==> src/rtl/bru_pkg.sv <==
// Shared codes for the branch resolve unit: resolve ops, next-PC selects, FSM states.
// BHT counters come out of reset weakly not-taken.
package bru_pkg;

  localparam logic [2:0] OP_NONE  = 3'd0;
  localparam logic [2:0] OP_BEQ   = 3'd1;
  localparam logic [2:0] OP_BNEAL = 3'd2;
  localparam logic [2:0] OP_BALRN = 3'd3;
  localparam logic [2:0] OP_JRS   = 3'd4;
  localparam logic [2:0] OP_JMSUB = 3'd5;

  localparam logic [1:0] SEL_SEQ = 2'b00;
  localparam logic [1:0] SEL_REL = 2'b01;
  localparam logic [1:0] SEL_MEM = 2'b10;
  localparam logic [1:0] SEL_REG = 2'b11;

  typedef enum logic {
    ST_IDLE = 1'b0,
    ST_WAIT = 1'b1
  } state_e;

  localparam logic [1:0] BHT_RST = 2'b01;

endpackage

==> src/rtl/bru_bht.sv <==
// Branch history table: DEPTH 2-bit saturating counters, combinational read, one update per cycle.
// Read returns the pre-update value when read and update hit the same entry.
module bru_bht
  import bru_pkg::*;
#(
  parameter int DEPTH = 16,
  parameter int IDX_W = $clog2(DEPTH)
) (
  input  logic             clk,
  input  logic             rst_n,
  input  logic [IDX_W-1:0] rd_idx,
  output logic             rd_taken,
  input  logic             upd_en,
  input  logic [IDX_W-1:0] upd_idx,
  input  logic             upd_taken
);

  logic [1:0] ctr_q [DEPTH];
  logic [1:0] ctr_d [DEPTH];

  always_comb begin
    ctr_d = ctr_q;
    if (upd_en) begin
      if (upd_taken && ctr_q[upd_idx] != 2'b11) begin
        ctr_d[upd_idx] = ctr_q[upd_idx] + 2'd1;
      end else if (!upd_taken && ctr_q[upd_idx] != 2'b00) begin
        ctr_d[upd_idx] = ctr_q[upd_idx] - 2'd1;
      end
    end
  end

  always_ff @(posedge clk or negedge rst_n) begin
    if (!rst_n) begin
      for (int i = 0; i < DEPTH; i++) begin
        ctr_q[i] <= BHT_RST;
      end
    end else begin
      ctr_q <= ctr_d;
    end
  end

  assign rd_taken = ctr_q[rd_idx][1];

endmodule

==> src/rtl/branch_resolve_unit.sv <==
// EX-stage branch/jump resolver: registered next-PC select, link write, flush and jump-wait stall.
// Optional BHT predictor is built only when BRU_BHT_EN is defined.
module branch_resolve_unit
  import bru_pkg::*;
#(
  parameter int PC_W      = 32,
  parameter int BHT_DEPTH = 16,
  parameter int IDX_W     = $clog2(BHT_DEPTH)
) (
  input  logic            clk,
  input  logic            rst_n,
  input  logic            flag_we,
  input  logic [1:0]      status_in,
  input  logic            res_valid,
  input  logic [2:0]      res_op,
  input  logic [PC_W-1:0] res_pc,
  input  logic            res_pred_taken,
  input  logic            mem_rdy,
  input  logic [PC_W-1:0] fetch_pc,
  output logic            pred_taken,
  output logic [1:0]      pc_sel,
  output logic            pc_sel_valid,
  output logic            link_we,
  output logic            mispredict,
  output logic            stall,
  output logic [1:0]      flags_q
);

  state_e     state_q, state_d;
  logic       jmsub_q, jmsub_d;
  logic [1:0] flags_d;
  logic [1:0] pc_sel_q, pc_sel_d;
  logic       pc_sel_valid_q, pc_sel_valid_d;
  logic       link_we_q, link_we_d;
  logic       mispredict_q, mispredict_d;
  logic       stall_q, stall_d;
  logic [1:0] eff_flags;
  logic       cond_op, cond_taken, pred_cmp, bht_upd;

  // Flags written this cycle are visible to the branch resolving in the same cycle.
  always_comb begin
    eff_flags  = flag_we ? status_in : flags_q;
    cond_op    = 1'b0;
    cond_taken = 1'b0;
    case (res_op)
      OP_BEQ:   begin cond_op = 1'b1; cond_taken = eff_flags[1];  end
      OP_BNEAL: begin cond_op = 1'b1; cond_taken = !eff_flags[1]; end
      OP_BALRN: begin cond_op = 1'b1; cond_taken = eff_flags[0];  end
      default:  ;
    endcase
  end

  always_comb begin
    flags_d        = flag_we ? status_in : flags_q;
    state_d        = state_q;
    jmsub_d        = jmsub_q;
    pc_sel_d       = SEL_SEQ;
    pc_sel_valid_d = 1'b0;
    link_we_d      = 1'b0;
    mispredict_d   = 1'b0;
    bht_upd        = 1'b0;
    case (state_q)
      ST_IDLE: begin
        if (res_valid && cond_op) begin
          pc_sel_d       = !cond_taken ? SEL_SEQ : (res_op == OP_BALRN) ? SEL_REG : SEL_REL;
          pc_sel_valid_d = 1'b1;
          link_we_d      = cond_taken && (res_op != OP_BEQ);
          mispredict_d   = cond_taken != pred_cmp;
          bht_upd        = 1'b1;
        end else if (res_valid && (res_op == OP_JRS || res_op == OP_JMSUB)) begin
          state_d = ST_WAIT;
          jmsub_d = (res_op == OP_JMSUB);
        end
      end
      ST_WAIT: begin
        if (mem_rdy) begin
          pc_sel_d       = SEL_MEM;
          pc_sel_valid_d = 1'b1;
          link_we_d      = jmsub_q;
          mispredict_d   = 1'b1;
          state_d        = ST_IDLE;
        end
      end
      default: state_d = ST_IDLE;
    endcase
    stall_d = (state_d == ST_WAIT);
  end

  always_ff @(posedge clk or negedge rst_n) begin
    if (!rst_n) begin
      state_q        <= ST_IDLE;
      jmsub_q        <= 1'b0;
      flags_q        <= 2'b00;
      pc_sel_q       <= SEL_SEQ;
      pc_sel_valid_q <= 1'b0;
      link_we_q      <= 1'b0;
      mispredict_q   <= 1'b0;
      stall_q        <= 1'b0;
    end else begin
      state_q        <= state_d;
      jmsub_q        <= jmsub_d;
      flags_q        <= flags_d;
      pc_sel_q       <= pc_sel_d;
      pc_sel_valid_q <= pc_sel_valid_d;
      link_we_q      <= link_we_d;
      mispredict_q   <= mispredict_d;
      stall_q        <= stall_d;
    end
  end

  assign pc_sel       = pc_sel_q;
  assign pc_sel_valid = pc_sel_valid_q;
  assign link_we      = link_we_q;
  assign mispredict   = mispredict_q;
  assign stall        = stall_q;

  logic unused_pc;
  assign unused_pc = ^{fetch_pc, res_pc};

`ifdef BRU_BHT_EN
  bru_bht #(.DEPTH(BHT_DEPTH), .IDX_W(IDX_W)) u_bht (
    .clk       (clk),
    .rst_n     (rst_n),
    .rd_idx    (fetch_pc[IDX_W+1:2]),
    .rd_taken  (pred_taken),
    .upd_en    (bht_upd),
    .upd_idx   (res_pc[IDX_W+1:2]),
    .upd_taken (cond_taken)
  );
  assign pred_cmp = res_pred_taken;
`else
  // Without a predictor every taken conditional branch is a redirect.
  logic unused_nobht;
  assign unused_nobht = ^{res_pred_taken, bht_upd};
  assign pred_taken   = 1'b0;
  assign pred_cmp     = 1'b0;
`endif

endmodule

==> config.mk <==
export PLATFORM = sky130hd
export DESIGN_NAME = branch_resolve_unit
export DESIGN_NICKNAME = d
export VERILOG_FILES = /design/src/rtl/bru_pkg.sv /design/src/rtl/bru_bht.sv /design/src/rtl/branch_resolve_unit.sv
export SDC_FILE = /design/constraint.sdc
export NUM_CORES = 1
export LEC_CHECK = 0
export CAP_MARGIN = 20
export CELL_PAD_IN_SITES_DETAIL_PLACEMENT = 0
export CELL_PAD_IN_SITES_GLOBAL_PLACEMENT = 1
export CORE_MARGIN = 2
export CORE_UTILIZATION = 10
export CTS_CLUSTER_SIZE = 40
export DETAILED_ROUTE_END_ITERATION = 16
export PLACE_DENSITY = 0.84
export SYNTH_ARGS = -nofsm -noshare
export SYNTH_HDL_FRONTEND = slang
export SYNTH_SLANG_ARGS = --single-unit
==> constraint.sdc <==
create_clock -name clk -period 1.37 [get_ports clk]
set_input_delay 0.274 -clock clk [delete_from_list [all_inputs] [get_ports clk]]
set_output_delay 0.274 -clock clk [all_outputs]
set_load 0.1 [all_outputs]
Yosys cells after proc, flatten, opt, wreduce, memory -nomap -nowiden --
Index checks and enable logic that the tools add are counted.
Word-level totals: register bits 9, word-level logic and storage cells 42, output and inout port bits 9, bits of input ports 75
Operators by class: mux-type cells 20, bitwise operators 2, equal/unequal tests 6, reductions and logical operators 7
Operators with widths (count):
- two-way mux 2 bit | 5
- two-way mux 1 bit | 9
- case mux 1 bit (2 select lines) | 4
- == test 3 x 2 -> 1 bit (second input constant) | 2
- == test 3 bit (second input constant) | 2
- case mux 2 bit (2 select lines) | 1
- == test 3 x 1 -> 1 bit (second input constant) | 1
- logical AND 1 bit | 3
- != test 3 x 1 -> 1 bit (second input constant) | 1
- case mux 1 bit (3 select lines) | 1
- AND reduction 3 bit | 1
- OR reduction 3 bit | 1
- inverter 1 bit | 2
- logical NOT 1 bit | 1
- logical OR 1 bit | 1

Logic depth before layout (Yosys ltp) --
depth in word-level cells 6, gate-level depth with buffers 3

Worst setup path before layout --
OpenSTA, ideal clock, no wires.
path kind reg-to-reg, start point register stall (netlist name), end point register jmsub_q, library setup time 0.127 ns, data required time 1.243 ns, slack -0.355 ns, stages on the path, launching flop included 4, arrival time 1.598 ns, period minus slack after synthesis 1.725 ns, path buffers 0, cells stage by stage dfrtp_1 nand2b_4 nor2_1 mux2_1
RTL lines:
- end signal, assigned | RTL line branch_resolve_unit.sv:101 | jmsub_q <= jmsub_d;
- end, declared | RTL line branch_resolve_unit.sv:30 | logic jmsub_q, jmsub_d;

Worst setup path after layout --
start point input flag_we, end point register mispredict_q (netlist: mispredict)
On the way: cells in the longest elaborated chain, start to end 5
RTL lines:
- start, declared | RTL line branch_resolve_unit.sv:12 | input logic flag_we,
- two-way mux 2 bit *
- named net eff_flags[1] | RTL line branch_resolve_unit.sv:37 | logic [1:0] eff_flags;
- logical NOT 1 bit | RTL line branch_resolve_unit.sv:47 | OP_BNEAL: begin cond_op = 1'b1; cond_taken = !eff_flags[1]; end
- case mux 1 bit (3 select lines) * | RTL line branch_resolve_unit.sv:45 | case (res_op)
- two-way mux 1 bit * | RTL line branch_resolve_unit.sv:64 | if (res_valid && cond_op) begin
- case mux 1 bit (2 select lines) * | RTL line branch_resolve_unit.sv:62 | case (state_q)
- named net mispredict_d | RTL line branch_resolve_unit.sv:35 | logic mispredict_q, mispredict_d;
- end signal, assigned | RTL line branch_resolve_unit.sv:106 | mispredict_q <= mispredict_d;
- end, declared | RTL line branch_resolve_unit.sv:35
The timed path passes the listed nets; every way through them passes the cells marked *. A chain may end at the register's enable or synchronous reset.

==> flow_summary.ini <==
[run_status]
run_status = finished, final reports clean

[routing]
dr.pass1.iters = 4
wl_um = 892
routed_via_density = 3.20
detail_route.wl_per_cell_um = 8.26
overall_via_count_from_detail_route = 346
drt_first_iter_violations = 10
number_of_nets_with_antenna_violations_after_detailed_routing = 0
route.detailed.drc = 0

[sta]
setup-violations-final = 0
rsz0062_at_grt = no
worst_hold_slack_ps = 336
timing.final.crit_period_ps = 1330
drv_slew = 0
maximum_operating_frequency_mhz = 753
post-route-worst-setup-slack_ps = 41.6
final.setup_skew_ps = 2.48
final-hold-violation-count = 0
final.period_utilization_pct = 97.0

[die]
die_height_um = 68.6
num_rows = 23
num_io_pins = 84
die_area_um2 = 4710
die_width_um = 68.6
initial_utilization_pct = 10.4
core_region_area_um2 = 4000

[final_layout]
non_filler_cell_area_final_um2 = 792
layout.cells.most_common_list = sky130_fd_sc_hd__clkdlybuf4s50_1 (9), sky130_fd_sc_hd__buf_12 (8), sky130_fd_sc_hd__dfrtp_1 (6), sky130_fd_sc_hd__clkbuf_8 (3), sky130_fd_sc_hd__dfrtp_2 (3)
fill_cells = 421
area.sequential_um2 = 229
layout_commonest_cell = sky130_fd_sc_hd__clkdlybuf4s50_1
final_nets = 134
multiInputGateArea_um2 = 181
final_layout_size_suffix_gt1_share_pct = 37.9
antenna_cells_inserted = 0
synthToLayoutAreaGrowth_pct = 89.5

[global_route]
grtUsageTotal_pct = 3.98
use_met1_pct = 2.67
grt_overflow_total = 0
wire_length_of_the_first_global_routing_pass_um = 1300
grt-busiest-layer = met2
grt_start_max_net_pins = 10
groute.layer.met2.usage_pct = 7.81
via_count_of_the_first_global_routing_pass = 330
globalRouteMet3Util_pct = 1.14
antenna_found_initial = 0

[clock_tree]
root_buffer = sky130_fd_sc_hd__clkbuf_8
cts.htree.levels = 1
clk_latency_ps = 230
post-cts-setup-buffer-count = 0
cts_num_sinks = 9
cts_made_buffers = 3
path_clk_slew_ps = 50
tritoncts = done
cts_buffer_depth = 2
cts-hold-fix-buffers = 0

[power_and_ir_drop]
static-leakage-power_nw = 0.332
totalPowerFinal_uw = 940
worst_ir_drop_on_vdd_v = 0.000274
power.density_cell_area_nw_per_um2 = 1190

[worst_setup_path]
worst-setup-path-type = in2reg
timing.critical_path.cells = clkdlybuf4s50_1, mux2_4, mux2i_2, a31oi_1
critPathCaptureType = flop
cp.required_ps = 1480
reg2regPathDepth = 3
crit_path_max_incr_delay_ps = 510
crit_slowest_cell = sky130_fd_sc_hd__clkdlybuf4s50_1
worstSetupStartpointType = primary input
timing.critical_path.fanout_max = 3
timing.critical_path.arrival_ps = 1430

[synthesis]
syn-instance-count = 36
synth.avg_cell_area_um2 = 11.6
syn-cell-area_um2 = 418
ys_seq_elements = 9
syn_nets = 111
synth_sequential_area_ratio_pct = 53.9
synth.distinct_cells = 25
synth.yosys.warnings = 0

[flow_run]
maxCapViolCount = 0

[placement]
placement.setup.worst_slack_ps = -203
numPortBuffers = 17
dp.final_hpwl_um = 771
gp_congestion = 0.803
placed_cell_area_um2 = 742

[min_path]
worstHoldPathType = in2async
## cell families (layout without fill, tap and decap cells)
group / after synthesis / after routing / share of synthesized area, %
flops: 9 / 9 / 53.9
compound gates: 7 / 7 / 11.7
other cells: 1 / 1 / 0.897
simple gates: 12 / 12 / 18.6
mux: 4 / 4 / 11.4
buf+inv: 3 / 25 / 3.59
## flip-flops by register name, summed over array words and instances (netlist names)
register / cells
stall: 1
jmsub_q: 1
flags_q: 2
pc_sel_valid: 1
pc_sel: 2
mispredict: 1
link_we: 1
## repair_timing
| item | CTS | global route |
|---|---|---|
| endpoints found under the setup margin | 0 | 1 |
| endpoints found under the hold margin | 0 | 0 |
| gates resized for setup | 0 | 1 |
## synthesized netlist by cell type
| cell | count | area share [%] |
|---|---|---|
| sky130_fd_sc_hd__nand2_1 | 2 | 1.8 |
| sky130_fd_sc_hd__mux2_2 | 1 | 2.7 |
| sky130_fd_sc_hd__o22ai_1 | 1 | 1.5 |
| sky130_fd_sc_hd__and2b_1 | 1 | 1.8 |
| sky130_fd_sc_hd__mux2_4 | 1 | 3.6 |
| sky130_fd_sc_hd__a31oi_1 | 1 | 1.5 |
| sky130_fd_sc_hd__buf_4 | 1 | 1.8 |
| sky130_fd_sc_hd__mux2i_1 | 1 | 2.4 |
| sky130_fd_sc_hd__a21oi_1 | 1 | 1.2 |
| sky130_fd_sc_hd__nor2b_1 | 1 | 1.5 |
| sky130_fd_sc_hd__and3b_1 | 1 | 2.1 |
| sky130_fd_sc_hd__nand3_1 | 1 | 1.2 |
| sky130_fd_sc_hd__a2bb2oi_1 | 1 | 2.1 |
| sky130_fd_sc_hd__o31a_1 | 1 | 2.1 |
| sky130_fd_sc_hd__nand2b_4 | 1 | 3.3 |
| sky130_fd_sc_hd__o21ai_1 | 1 | 1.2 |
| sky130_fd_sc_hd__o21ai_2 | 1 | 2.1 |
| sky130_fd_sc_hd__inv_1 | 2 | 1.8 |
| sky130_fd_sc_hd__or3b_1 | 1 | 2.1 |
| sky130_fd_sc_hd__conb_1 | 1 | 0.90 |
| sky130_fd_sc_hd__nor2_1 | 2 | 1.8 |
| sky130_fd_sc_hd__nand2b_1 | 1 | 1.5 |
| sky130_fd_sc_hd__mux2_1 | 1 | 2.7 |
| sky130_fd_sc_hd__dfrtp_1 | 9 | 54 |
| sky130_fd_sc_hd__or3_1 | 1 | 1.5 |
## per-stage QoR
step | TNS, ps | std cells | util, %
finish | 0 | 108 | 19.8
detailed placement | -774 | 104 | 18.5
global route | 0 | 108 | 19.8
global placement | -597 | 104 | 18.5
CTS | 0 | 108 | 19.7
floorplan | -34.2 | 36 | -
## cell type report
class | count | area share [%]
Multi-Input combinational cell | 24 | 22.9
Sequential cell | 9 | 28.9
Inverter | 2 | 0.948
Tap cell | 50 | 7.90
Clock inverter | 1 | 0.632
Clock buffer | 3 | 5.21
Timing Repair Buffer | 19 | 33.5
## worst max-delay path: cells and delay by family
kind | cells | cell delay, ps
compound gates | 1 | 100
mux | 2 | 540
buf+inv | 1 | 510
## path summary, 6_finish.rpt
kind	startpoint	endpoint	slack, ps
max	flag_we	mispredict	40
min	rst_n	pc_sel[0]	340
max reg2reg	stall	jmsub_q	200
min reg2reg	jmsub_q	jmsub_q	510
max in group asynchronous	rst_n	stall	730
min in group clk	jmsub_q	jmsub_q	510
## layer usage
layer  wire length (um)  share of wire (%)
met1                275                 31
met2                494                 55
met3                 92                 10
met4                 29                3.3
met5                  0                  0
## report_power, final
group	switching (mW)	internal, mW
logic	0.197	0.130
clock network	0.0999	0.198
registers	0.0221	0.294
total	0.319	0.622
Power figures use the tool's default switching activity.
